[src/rtl/alu_pkg.sv]
// Shared types and constants for the 6502 ALU core and its decimal-adjust stage.
package alu_pkg;

  typedef enum logic [2:0] {
    SUM = 3'd0,
    AND = 3'd1,
    OR  = 3'd2,
    EOR = 3'd3,
    SR  = 3'd4
  } alu_op_t;

  typedef enum logic {
    IDLE   = 1'b0,
    ADJUST = 1'b1
  } alu_state_t;

  localparam logic [7:0] BCD_LOW_FIX  = 8'h06;
  localparam logic [7:0] BCD_HIGH_FIX = 8'h60;

  function automatic logic nibble_gt9(input logic [3:0] n);
    return n > 4'd9;
  endfunction

endpackage

[src/rtl/alu_decimal_adjust.sv]
// Combinational BCD correction applied to a binary ALU sum (DAA for add, DSA for subtract).
module alu_decimal_adjust
  import alu_pkg::*;
(
  input  logic [7:0] bin,
  input  logic       carry,
  input  logic       half_carry,
  input  logic       sub,
  output logic [7:0] result,
  output logic       carry_adj
);

  logic [7:0] lo_res;
  logic       lo_fix;
  logic       hi_fix;

  always_comb begin
    lo_res    = bin;
    lo_fix    = 1'b0;
    hi_fix    = 1'b0;
    result    = bin;
    carry_adj = carry;
    if (sub) begin
      // Borrow-not flags: a missing carry means the nibble borrowed and needs -6.
      lo_fix    = ~half_carry;
      hi_fix    = ~carry;
      lo_res    = lo_fix ? bin - BCD_LOW_FIX : bin;
      result    = hi_fix ? lo_res - BCD_HIGH_FIX : lo_res;
      carry_adj = carry;
    end else begin
      // High-nibble test looks at the value after the low correction has rippled in.
      lo_fix    = half_carry | nibble_gt9(bin[3:0]);
      lo_res    = lo_fix ? bin + BCD_LOW_FIX : bin;
      hi_fix    = carry | nibble_gt9(lo_res[7:4]);
      result    = hi_fix ? lo_res + BCD_HIGH_FIX : lo_res;
      carry_adj = hi_fix;
    end
  end

endmodule

[src/rtl/alu_core.sv]
// 6502 ALU core: binary SUM/AND/OR/EOR/SR into the adder hold register, with an
// optional one-cycle BCD adjust stage for NMOS-compatible builds.
module alu_core
  import alu_pkg::*;
#(
  parameter int DECIMAL_SUPPORT = 1,
  parameter int WIDTH           = 8
) (
  input  logic             clk,
  input  logic             rst_n,
  input  logic [WIDTH-1:0] a_IN,
  input  logic [WIDTH-1:0] b_IN,
  input  logic             carry_IN,
  input  logic [2:0]       op_IN,
  input  logic             decimal_EN,
  input  logic             decimalSub_EN,
  input  logic             start_EN,
  output logic [WIDTH-1:0] hold_OUT,
  output logic             carry_OUT,
  output logic             overflow_OUT,
  output logic             halfCarry_OUT,
  output logic             valid_OUT,
  output logic             busy_OUT
);

  alu_state_t       state;
  logic [WIDTH-1:0] hold;
  logic             carry_q;
  logic             ovf_q;
  logic             half_q;
  logic             sub_q;
  logic             valid_q;
  logic             busy_q;

  logic [WIDTH-1:0] bin_res;
  logic             bin_c;
  logic             bin_v;
  logic             bin_h;
  logic [WIDTH:0]   sum_full;
  logic [4:0]       sum_low;
  logic             go_adjust;

  logic [WIDTH-1:0] adj_res;
  logic             adj_c;

  assign sum_full = {1'b0, a_IN} + {1'b0, b_IN} + {{WIDTH{1'b0}}, carry_IN};
  assign sum_low  = {1'b0, a_IN[3:0]} + {1'b0, b_IN[3:0]} + {4'b0000, carry_IN};

  always_comb begin
    bin_res = '0;
    bin_c   = 1'b0;
    bin_v   = 1'b0;
    bin_h   = 1'b0;
    case (alu_op_t'(op_IN))
      SUM: begin
        bin_res = sum_full[WIDTH-1:0];
        bin_c   = sum_full[WIDTH];
        bin_h   = sum_low[4];
        bin_v   = ~(a_IN[WIDTH-1] ^ b_IN[WIDTH-1]) & (a_IN[WIDTH-1] ^ sum_full[WIDTH-1]);
      end
      AND: bin_res = a_IN & b_IN;
      OR:  bin_res = a_IN | b_IN;
      EOR: bin_res = a_IN ^ b_IN;
      SR: begin
        bin_res = {carry_IN, a_IN[WIDTH-1:1]};
        bin_c   = a_IN[0];
      end
      default: ;
    endcase
  end

  assign go_adjust = (DECIMAL_SUPPORT != 0) && (op_IN == SUM) && decimal_EN;

  generate
    if (DECIMAL_SUPPORT != 0) begin : g_dec
      alu_decimal_adjust u_adj (
        .bin        (hold),
        .carry      (carry_q),
        .half_carry (half_q),
        .sub        (sub_q),
        .result     (adj_res),
        .carry_adj  (adj_c)
      );
    end else begin : g_nodec
      // ADJUST is unreachable here; pass the hold register through unchanged.
      logic unused_sub;
      assign unused_sub = sub_q;
      assign adj_res    = hold;
      assign adj_c      = carry_q;
    end
  endgenerate

  always_ff @(posedge clk or negedge rst_n) begin
    if (!rst_n) begin
      state   <= IDLE;
      hold    <= '0;
      carry_q <= 1'b0;
      ovf_q   <= 1'b0;
      half_q  <= 1'b0;
      sub_q   <= 1'b0;
      valid_q <= 1'b0;
      busy_q  <= 1'b0;
    end else begin
      valid_q <= 1'b0;
      if (state == IDLE) begin
        if (start_EN) begin
          hold    <= bin_res;
          carry_q <= bin_c;
          ovf_q   <= bin_v;
          half_q  <= bin_h;
          sub_q   <= decimalSub_EN;
          if (go_adjust) begin
            state  <= ADJUST;
            busy_q <= 1'b1;
          end else begin
            valid_q <= 1'b1;
          end
        end
      end else begin
        // Overflow and half-carry keep their binary values through the adjust.
        hold    <= adj_res;
        carry_q <= adj_c;
        valid_q <= 1'b1;
        busy_q  <= 1'b0;
        state   <= IDLE;
      end
    end
  end

  assign hold_OUT      = hold;
  assign carry_OUT     = carry_q;
  assign overflow_OUT  = ovf_q;
  assign halfCarry_OUT = half_q;
  assign valid_OUT     = valid_q;
  assign busy_OUT      = busy_q;

endmodule

[config.mk]
export PLATFORM = sky130hd
export DESIGN_NAME = alu_core
export DESIGN_NICKNAME = d
export VERILOG_FILES = /design/src/rtl/alu_pkg.sv /design/src/rtl/alu_decimal_adjust.sv /design/src/rtl/alu_core.sv
export SDC_FILE = /design/constraint.sdc
export NUM_CORES = 1
export LEC_CHECK = 0
export CAP_MARGIN = 20
export CORE_MARGIN = 10
export CORE_UTILIZATION = 48
export DETAILED_ROUTE_END_ITERATION = 10
export PLACE_DENSITY = 0.88
export SYNTH_ARGS = -nofsm -noshare
export SYNTH_HDL_FRONTEND = slang
export SYNTH_HIERARCHICAL = 1
export SYNTH_SLANG_ARGS = --single-unit
[constraint.sdc]
create_clock -name clk -period 2.4 [get_ports clk]
set_clock_uncertainty 0.1 [all_clocks]
set_input_delay 0.6 -clock clk [delete_from_list [all_inputs] [get_ports clk]]
set_output_delay 0.6 -clock clk [all_outputs]
set_load 0.02 [all_outputs]
==> run summary <==
Final weighted congestion in routability-driven placement: 0.8959. The leading cell type in the layout, fill and taps excluded is sky130_fd_sc_hd__buf_4. In this run the deepest clock path goes through 2 buffers.

Buffers inserted to repair hold after CTS numbered 0. In this run the critical register-to-register path is captured at hold_OUT[6]. In the routed design, unresolved DRC markers number 0. Summed over all layers, the routed wires come to 6085 µm. In the final design database the tool counted 380 nets.

The share of flip-flops with an asynchronous set or reset was 1.000. The final number of hold-violating endpoints came out at 0. The class of the tightest hold or removal check was flip-flop to flip-flop. The number of unique standard cell types used by synthesis is 65, and the largest stage delay on the critical path is 0.42 ns. In the layout the commonest cells are sky130_fd_sc_hd__buf_4 (57), sky130_fd_sc_hd__clkdlybuf4s50_1 (33), sky130_fd_sc_hd__inv_1 (23). The final count of negative-setup-slack endpoints is 3, and the worst-skew pair later-pin latency is 0.25 ns. The share of the synthesized area in compound gates (AO/OA/AOI/OAI) is 0.2951. Walking the worst path, the cells encountered are inv_2 -> ha_4 -> nand3b_1 -> nor2_2 -> xnor2_1 -> inv_1 -> ha_4 -> nand2_2 -> a21oi_2 -> a211oi_2 -> a222oi_1 -> o21ai_1. The final period demand of the worst path was 2.509 ns. The run gives 4 as the iteration count of the initial detailed-routing pass. The checks that failed: negative setup slack.

The post-route clock period utilization works out to 1.045. TritonCTS built the clock tree. The number of cells traversed by the worst register-to-register path was 12. The actual slew at the worst max-slew pin came out at 0.6753 ns. The number of buffers and inverters on the critical path is 2. The tools report the number of sinks on the clock net as 15.

The level count of the clock H-tree is 1. The cell family contributing the most delay on the critical path is compound AO/OA/AOI/OAI gates. Combined area of all synthesized cells: 0.002061 mm². The share of final-layout standard cells stronger than drive strength 1 came out at 0.3193. The die is 85.52 µm wide.

The xor-xnor portion of the synthesized cell area is 0.06375. The post-place setup slack was -0.5143 ns; the power density over the cells was 454.6 mW/mm². The worst hold path cell count is 2. The mean area per synthesized cell was 8.343 µm². The kind of start point of the critical path was a flip-flop. In this run the critical register-to-register path is launched from hold_OUT[2].

The flow ran to the end, but the final reports show violations. The number of buffers inserted during clock tree synthesis was 3; the routed via count divided by cell count was 5.741. The register area share after synthesis was 0.1821.

The die covers 0.007314 mm². In this run the standard cell core region covers 0.004086 mm². The logs give 0 for the initial antenna violation count and 1.350 nW for the total leakage power. For this run, the leading register cell type out of synthesis is sky130_fd_sc_hd__dfrtp_1. The placed wire-length estimate after detailed placement was 4833 µm; the detail-routed net length per standard cell was 15.93 µm.

38 I/O pins were placed. The overall fraction of global-route tracks in use was 0.1611. The tools report the detailed-route via count as 2193. The run gives -0.1090 ns as the final critical-path setup slack. The height of the die is 85.52 µm.

The main combinational cell family by area after synthesis was compound AO/OA/AOI/OAI gates. In this run the clock root is driven by a sky130_fd_sc_hd__clkbuf_8. The cell count after synthesis is 247, and the basic-gate share of the synthesized area counting and, or, nand and nor cells is 0.1834. The tool flagged a number of max-cap violations equal to 0. Of all nets on the critical path, the largest fanout is 4.

The worst register-to-register path has a setup slack of -0.11 ns. The run gives 294 as the number of nets in the synthesized netlist. The share of synthesized area spent on multiplexers came out at 0.03886. The post-synthesis adder-cell area fraction is 0.1409. For this run the aggregate overflow at the end of global routing stands at 0.

The floorplan has 23 rows. Adding up every negative setup slack in the final design gives -0.2184 ns. The tools report the filler cell count as 299.

The run gives 0.3986 GHz as the upper clock frequency limit. The signal arrival time at the worst endpoint is 2.52 ns, and the clock transition at the registers of the reported paths is 0.06 ns. Setup repair after global routing could not meet its margin everywhere. The number of inserted diodes was 0. For this block, the initial DRC count from the detailed router was 140.

In this design, the critical path's most frequently occurring cell is sky130_fd_sc_hd__ha_4. The final count of pins violating max slew is 0. STA classifies the critical path endpoint as a flip-flop.

Layout-stage area growth over the synthesis result: 45.78%. The tools report the starting density of the core as 0.5043. For the post-route antenna net violation count, the log shows 0. The number of flops mapped to enable cells by yosys is 0. The number of global-route vias before repair was 2250. Total of buffers placed on input and output ports: 37. For the first-pass GRT wire length, the log shows 10170 µm.

The headroom to the max-slew limit is 0.5484. At the worst endpoint, the required time is 2.41 ns. Start point of the worst min-delay path: overflow_OUT. Across the VDD grid, the largest voltage drop is 0.2262 mV. The run gives 21 as the pin count of the biggest net entering global routing. The tools report the worst hold path endpoint as overflow_OUT.

The number of register bits inferred by synthesis came out at 15. The critical path in this run is classified as flip-flop to flip-flop. The slowest stage of the critical path is the sky130_fd_sc_hd__dfrtp_2 cell. The number of warnings reported in the yosys synthesis log was 6.
## per-stage QoR
stage | cell area [µm²] | instances | hold WS [ns] | util | power [mW]
after floorplan | 2096 | 247 | 0.2044 | - | 0.7899
after detailed placement | 2811 | 371 | 0.3931 | 0.6880 | 1.079
after global routing | 3004 | 382 | 0.4265 | 0.7352 | 1.460
after CTS | 2950 | 380 | 0.4076 | 0.7220 | 1.324
final | 3004 | 382 | 0.4054 | 0.7352 | 1.366
after global placement | 2811 | 371 | 0.3846 | 0.6880 | 1.050
## worst register-to-register path: cells and delay by family, from the launching register on
family	cells	cell delay (ns)
XOR/XNOR	1	0.17
flip-flops	1	0.42
AO/OA/AOI/OAI	4	0.65
adder cells (fa/ha/maj)	2	0.43
AND/OR/NAND/NOR	3	0.42
buffers and inverters	2	0.19
## repair_timing
action                     CTS  global route
setup endpoints to repair    6             7
pin swaps                   12            12
setup buffers                5             2
gates resized for setup     14            14
## kinds of logic after synthesis
logic type	Yosys count
buffers and inverters	41
AO/OA/AOI/OAI	84
XOR/XNOR	15
adder cells (fa/ha/maj)	22
flip-flops	15
multiplexers	6
AND/OR/NAND/NOR	64
## flip-flops by register name, summed over array words and instances, names as in the netlist
register       flops
sub_q              1
busy_OUT           1
state              1
halfCarry_OUT      1
carry_OUT          1
hold_OUT           8
overflow_OUT       1
valid_OUT          1
## synthesized netlist by cell type, types with 2 or more instances
cell	count	area (µm²)
sky130_fd_sc_hd__xor2_1	5	43.79
sky130_fd_sc_hd__buf_6	2	22.52
sky130_fd_sc_hd__nor2b_1	3	18.77
sky130_fd_sc_hd__a2bb2oi_1	2	17.52
sky130_fd_sc_hd__a31oi_1	5	31.28
sky130_fd_sc_hd__nor2_1	16	60.06
sky130_fd_sc_hd__fa_1	2	40.04
sky130_fd_sc_hd__and2_1	2	12.51
sky130_fd_sc_hd__a21o_1	4	30.03
sky130_fd_sc_hd__buf_2	6	30.03
sky130_fd_sc_hd__a221oi_1	3	26.28
sky130_fd_sc_hd__nand2_1	12	45.04
sky130_fd_sc_hd__mux2i_1	2	20.02
sky130_fd_sc_hd__buf_4	2	15.01
sky130_fd_sc_hd__dfrtp_1	15	375.4
sky130_fd_sc_hd__nand2b_1	5	31.28
sky130_fd_sc_hd__a22oi_1	7	52.55
sky130_fd_sc_hd__nor3_1	3	15.01
sky130_fd_sc_hd__mux2_2	3	33.78
sky130_fd_sc_hd__nand4_1	3	18.77
sky130_fd_sc_hd__a222oi_1	3	30.03
sky130_fd_sc_hd__a211oi_1	4	30.03
sky130_fd_sc_hd__ha_1	20	250.2
sky130_fd_sc_hd__o21ai_0	13	65.06
sky130_fd_sc_hd__o22ai_1	5	31.28
sky130_fd_sc_hd__nor2_2	2	12.51
sky130_fd_sc_hd__a21oi_1	19	95.09
sky130_fd_sc_hd__nand3_1	4	20.02
sky130_fd_sc_hd__xnor2_1	10	87.58
sky130_fd_sc_hd__nand3b_1	2	15.01
sky130_fd_sc_hd__a2111o_1	2	22.52
sky130_fd_sc_hd__inv_1	28	105.1
## cell type report
class	count	area (µm²)	share of cell area
Multi-Input combinational cell	191	1610	0.5360
Timing Repair Buffer	94	797.0	0.2653
Sequential cell	15	380.4	0.1266
Inverter	28	107.6	0.03582
Tap cell	50	62.56	0.02082
Clock buffer	3	41.29	0.01374
Clock inverter	1	5.005	0.001666
## report_power, final
part	internal [mW]	switching (mW)
logic	0.434	0.402
registers	0.281	0.0403
clock network	0.115	0.0934
## routing by layer
metal  GRT usage  vias to the layer above  share of wire
met2      0.2936                       86           0.51
met5           0                        -              0
met4     0.07335                        0          0.032
met1      0.1790                     1008           0.41
li1            -                     1079              -
met3     0.02365                       20          0.053
## worst max-delay path by stage
stage	start	end	slack (ns)	depth (start not counted)
after floorplan	hold_OUT[3]	hold_OUT[7]	-0.1	11
after global placement	a_IN[0]	hold_OUT[1]	-0.41	9
after detailed placement	a_IN[0]	hold_OUT[4]	-0.51	9
after CTS	hold_OUT[1]	hold_OUT[7]	-0.17	11
after global routing	hold_OUT[2]	hold_OUT[7]	-0.27	12
final	hold_OUT[2]	hold_OUT[6]	-0.11	12
(Power assumes the default switching activity.)
==> edit 1, RTL diff (config.mk and constraints unchanged) <==
Put one more register stage on the output `overflow_OUT`, cleared by the reset. The value now appears one clock later. The other outputs are not delayed to match.
--- a/src/rtl/alu_core.sv
+++ b/src/rtl/alu_core.sv
@@ -131,3 +131,9 @@
   assign carry_OUT     = carry_q;
-  assign overflow_OUT  = ovf_q;
+  always_ff @(posedge clk or negedge rst_n) begin
+    if (!rst_n) begin
+      overflow_OUT <= '0;
+    end else begin
+      overflow_OUT <= ovf_q;
+    end
+  end
   assign halfCarry_OUT = half_q;
Function: changed (a bounded check fails within 4 cycles, from zero or initial values and one cycle with rst_n low).
==> edit 1 against the original RTL <==
The run still ends with setup timing left; synthesized area up 2.9%; total power up 11%; worst setup slack worse by 0.099 ns; sequential cell count up 1; non-clock buffer count up 2; cell area up 7.3%; utilization up 1.1 points; fmax down 3.8%; routed wire length up 20%; critical path type unchanged.
==> edit 1: results (changes against the original RTL) <==
synth:
  synth_seq_area_share_pct: 18.88  # was 18.21%
  synthDistinctLibCells: 70  # was 65
  ys_top_cells_by_area: "dfrtp_1 (19%), ha_1 (12%), inv_1 (5.5%)"  # was dfrtp_1 (18%), ha_1 (12%), inv_1 (5.1%)
  syn_nets: 295  # was 294
  synthCells: 248  # was 247
  synth_common_cells: "inv_1 (31), ha_1 (20), nand2_1 (20), dfrtp_1 (16), o21ai_0 (16)"  # was inv_1 (28), ha_1 (20), a21oi_1 (19), nor2_1 (16), dfrtp_1 (15)
placed_design:
  place_hpwl_um: 5206  # was 4833 um
  dp_slack_ns: -0.7795  # was -0.5143 ns
  dp_cells: 376  # was 371
  place_area_um2: 2874  # was 2811 um^2
  place_congestion: 0.9201  # was 0.8959
route:
  wirelength_met1_um: 2683  # was 2470 um
  drtIter0Drc: 205  # was 140
  topRoutingLayerUsed: "met4"  # unchanged
  vias: 2329  # was 2193
  route.met2.wl_um: 3852  # was 3095 um
  dr.pass1.iters: 6  # was 4
power:
  cellPowerDensity_nw_per_um2: 472.1  # was 454.6 nW/um^2
  leakage_uw: 0.001428  # was 0.001350 uW
  comb-power_uw: 933  # was 836 uW
  p_int_uw: 930.7  # was 830.3 uW
  powerClk_uw: 235  # was 208 uW
  ir_drop_v: 0.0001979  # was 0.0002262 V
hold_path:
  min_to: "overflow_OUT$_DFF_PN0_"  # was overflow_OUT$_DFFE_PN0P_
  worstHoldStart: "ovf_q$_DFFE_PN0P_"  # was overflow_OUT$_DFFE_PN0P_
  min_path_cells: 0  # was 2
global_routing:
  grt_max_degree: 18  # was 21
  use_met3_pct: 2.627  # was 2.365%
  grtUsageTotal_pct: 19.05  # was 16.11%
  grtUsageMet1_pct: 20.35  # was 17.90%
  grt_pass1_vias: 2519  # was 2250
critical_path:
  path_delay_family: "compound AO/OA/AOI/OAI gates"  # unchanged
  r2r_start: "hold_OUT[1]$_DFFE_PN0P_"  # was hold_OUT[2]$_DFFE_PN0P_
  cpPeakStageDelay_ns: 0.47  # was 0.42 ns
  r2r-end: "hold_OUT[7]$_DFFE_PN0P_"  # was hold_OUT[6]$_DFFE_PN0P_
  cp_max_fo: 5  # was 4
  setup.worst_path.start: "hold_OUT[1]$_DFFE_PN0P_"  # was hold_OUT[2]$_DFFE_PN0P_
finish:
  antenna_cells: 0  # unchanged
  layout-drive-gt1-share_pct: 42.09  # was 31.93%
  stdcell_count: 387  # was 382
timing:
  finalWorstSetupSlack_ns: -0.2079  # was -0.1090 ns
  hold_ws_ns: 0.2848  # was 0.4054 ns
  relSlewSlack_pct: 63.83  # was 54.84%
  tns_ns: -0.5730  # was -0.2184 ns
  setup-violations-final: 6  # was 3
run_status:
  violations: "setup timing"  # unchanged
  status: "finished, violations left"  # unchanged
clock_network:
  cts_made_buffers: 3  # unchanged
==> edit 1: cell count changes after synthesis, sizes merged, moves of 4 or more <==
| cell | unedited run | this run |
|---|---|---|
| a22oi | 7 | 2 |
| a21oi | 20 | 13 |
| nand2 | 12 | 20 |
| o22ai | 5 | 1 |
| a221o | 0 | 4 |
==> edit 1: logic make-up after synthesis <==
logic type / Yosys count / share of synthesized area [%]
XOR/XNOR: 15 / 6.195
AND/OR/NAND/NOR: 74 / 20.24
AO/OA/AOI/OAI: 69 / 23.60
multiplexers: 8 / 6.431
adder cells (fa/ha/maj): 22 / 13.69
flip-flops: 16 / 18.88
buffers and inverters: 44 / 10.97
==> edit 1: layout make-up <==
cell class,count,area (um^2)
clock buffers,4,55.05
fillers,302,1100
inverters,31,118.9
multi-input cells,188,1767
flip-flops and latches,16,405.4
well taps,52,65.06
repair buffers,96,813.3
==> edit 1: what timing repair did <==
item	4_1_cts	5_1_grt
setup endpoints to repair	10	7
buffers inserted	4	3
pin swaps	21	7
resized for setup	67	15
hold buffers	0	0
==> edit 2, RTL diff (same settings) <==
Without the edit above. Set the parameter `DECIMAL_SUPPORT` to 0 (it was 1).
--- a/src/rtl/alu_core.sv
+++ b/src/rtl/alu_core.sv
@@ -5,3 +5,3 @@
 #(
-  parameter int DECIMAL_SUPPORT = 1,
+  parameter int DECIMAL_SUPPORT = 0,
   parameter int WIDTH           = 8
Function: changed (a bounded check fails within 4 cycles, from zero or initial values and one cycle with rst_n low).
==> edit 2 against the original RTL <==
Via count shrank 40%; count of clock-buffer cells in the layout grew 1; sequential cell count shrank 3; synthesized area shrank 37%; die area shrank 29%; synthesized cell count shrank 37%; cell area shrank 37%; critical endpoint is now hold_OUT[1]$_DFFE_PN0P_; total power shrank 45%; highest routed layer unchanged; routed wire length shrank 38%; global-route usage shrank 2.0 points; worst setup slack gained 0.18 ns.
==> edit 2: results (changes against the original RTL) <==
synth:
  synth_seq_area_share_pct: 23.19  # was 18.21%
  ys_async_sr_fraction_pct: 100.0  # unchanged
  synth_common_cells: "inv_1 (25), ha_1 (16), dfrtp_1 (12), a21oi_1 (10)"  # was inv_1 (28), ha_1 (20), a21oi_1 (19), nor2_1 (16), dfrtp_1 (15)
  synthCells: 156  # was 247
  ys_top_cells_by_area: "dfrtp_1 (23%), ha_1 (15%), inv_1 (7.2%)"  # was dfrtp_1 (18%), ha_1 (12%), inv_1 (5.1%)
  synthDistinctLibCells: 39  # was 65
  syn_nets: 199  # was 294
  yosysWarnings: 6  # unchanged
critical_path:
  cp_max_fo: 2  # was 4
  arrival_ns: 2.38  # was 2.52 ns
hold_path:
  hp-class: "reg -> reg"  # unchanged
route:
  vias: 1319  # was 2193
  wl_um: 3747  # was 6085 um
  vias_per_cell: 5.406  # was 5.741
  dr.pass1.iters: 7  # was 4
  drtIter0Drc: 78  # was 140
global_routing:
  grtUsageTotal_pct: 14.07  # was 16.11%
  grt_max_degree: 14  # was 21
  antenna_found_initial: 0  # unchanged
  grt_pass1_wl_um: 6168  # was 10170 um
  grt_pass1_vias: 1377  # was 2250
timing:
  relSlewSlack_pct: 65.40  # was 54.84%
  hold_viol_final: 0  # unchanged
placed_design:
  place_congestion: 0.9208  # was 0.8959
  dp_cells: 240  # was 371
  place_hpwl_um: 3060  # was 4833 um
  io_buffers: 34  # was 37
clock_network:
  htree_levels: 1  # unchanged
  insertion_delay_ns: 0.27  # was 0.25 ns
  clkTransAtPathRegs_ns: 0.07
  clock-root-buffer: "clkbuf_4"  # was clkbuf_8
  cts_made_buffers: 3  # unchanged
  clockBufferDepth: 2  # unchanged
finish:
  fin_nets: 258  # was 380
  layout-drive-gt1-share_pct: 23.36  # was 31.93%
  antenna_cells: 0  # unchanged
  largest_register_ffs: 8  # unchanged
power:
  ir_drop_v: 0.0004499  # was 0.0002262 V
  leakage_uw: 0.0008735  # was 0.001350 uW
run_status:
  status: "finished clean"  # was finished, violations left
die:
  design.core.area_um2: 2522  # was 4086 um^2
-- edit 2: changes by cell type after synthesis, sizes merged, moves of 4 or more --
cell,delta
nand2,-7
ha,-4
nor3,-4
o21ai,-5
a22oi,-7
xnor2,-7
buf,-4
a21oi,-8
nor2,-9
-- edit 2: per-stage QoR --
| step | instance area (um^2) | hold WS [ns] | setup slack [ns] |
|---|---|---|---|
| CTS | 1888 | 0.4284 | 0.02870 |
| finish | 1894 | 0.4228 | 0.07399 |
| global placement | 1847 | 0.3864 | -0.4981 |
| detailed placement | 1847 | 0.4065 | -0.5865 |
| floorplan | 1295 | 0.2044 | 0.03671 |
| global route | 1894 | 0.4416 | -0.002462 |
-- edit 2: logic make-up (layout without fill, tap and decap cells) --
family	count (synthesis)	after routing	share of synthesized area, %
buffers and inverters	34	92	10.63
xor gates and xnor gates	7	7	4.734
and+or+nand+nor	33	33	13.14
muxes	4	4	4.445
other	1	1	0.2896
adders and majority gates	18	18	18.55
AOI/OAI and AO/OA	47	47	25.03
DFF	12	12	23.19
-- edit 2: path summary, 6_finish.rpt --
kind	end	depth (start not counted)	start	slack, ns
setup / recovery	hold_OUT[1]$_DFFE_PN0P_	10	carry_IN	0.07
hold / removal	overflow_OUT$_DFFE_PN0P_	2	overflow_OUT$_DFFE_PN0P_	0.42
setup reg to reg	hold_OUT[6]$_DFFE_PN0P_	2	hold_OUT[6]$_DFFE_PN0P_	1.54
hold reg to reg	overflow_OUT$_DFFE_PN0P_	2	overflow_OUT$_DFFE_PN0P_	0.42
max in group asynchronous	hold_OUT[2]$_DFFE_PN0P_	1	rst_n	1.29
min in group asynchronous	hold_OUT[5]$_DFFE_PN0P_	1	rst_n	0.57
-- edit 2: power by group --
group	switching, uW	leakage, uW	internal, uW	total (uW)
sequential	11.2	0.000147	222	234
clock	67.2	0.0000210	92.2	159
combinational	181	0.000705	184	365
total	260	0.000873	498	758
-- edit 2: area by class of cell --
class	instances	area [um^2]
multi-input cells	110	873.3
inverters	25	93.84
fillers	182	628.1
clock buffers	4	36.28
flip-flops and latches	12	300.3
repair buffers	63	553.0
well taps	30	37.54
-- edit 2: what timing repair did --
item                                    4_1_cts  5_1_grt
setup buffers                                 0        0
resized for setup                            10        6
hold buffers                                  0        0
endpoints found under the setup margin        6        3
hold endpoints to repair                      0        0
pin swaps                                     4        4
-- edit 2: layer usage --
metal  global-route usage (%)  wire [um]
met1                    16.60       1516
met4                    4.516         64
met2                    25.49       2012
met5                        0          0
met3                    1.769        153
-- edit 2: worst max-delay path, stage by stage --
cell and delay, ns:
clkdlybuf4s15_1 0.19, inv_2 0.05, fa_2 0.36, inv_2 0.06
fa_2 0.41, nor2b_1 0.14, a211oi_1 0.22, a211oi_1 0.08
a31oi_1 0.18, a21oi_1 0.09
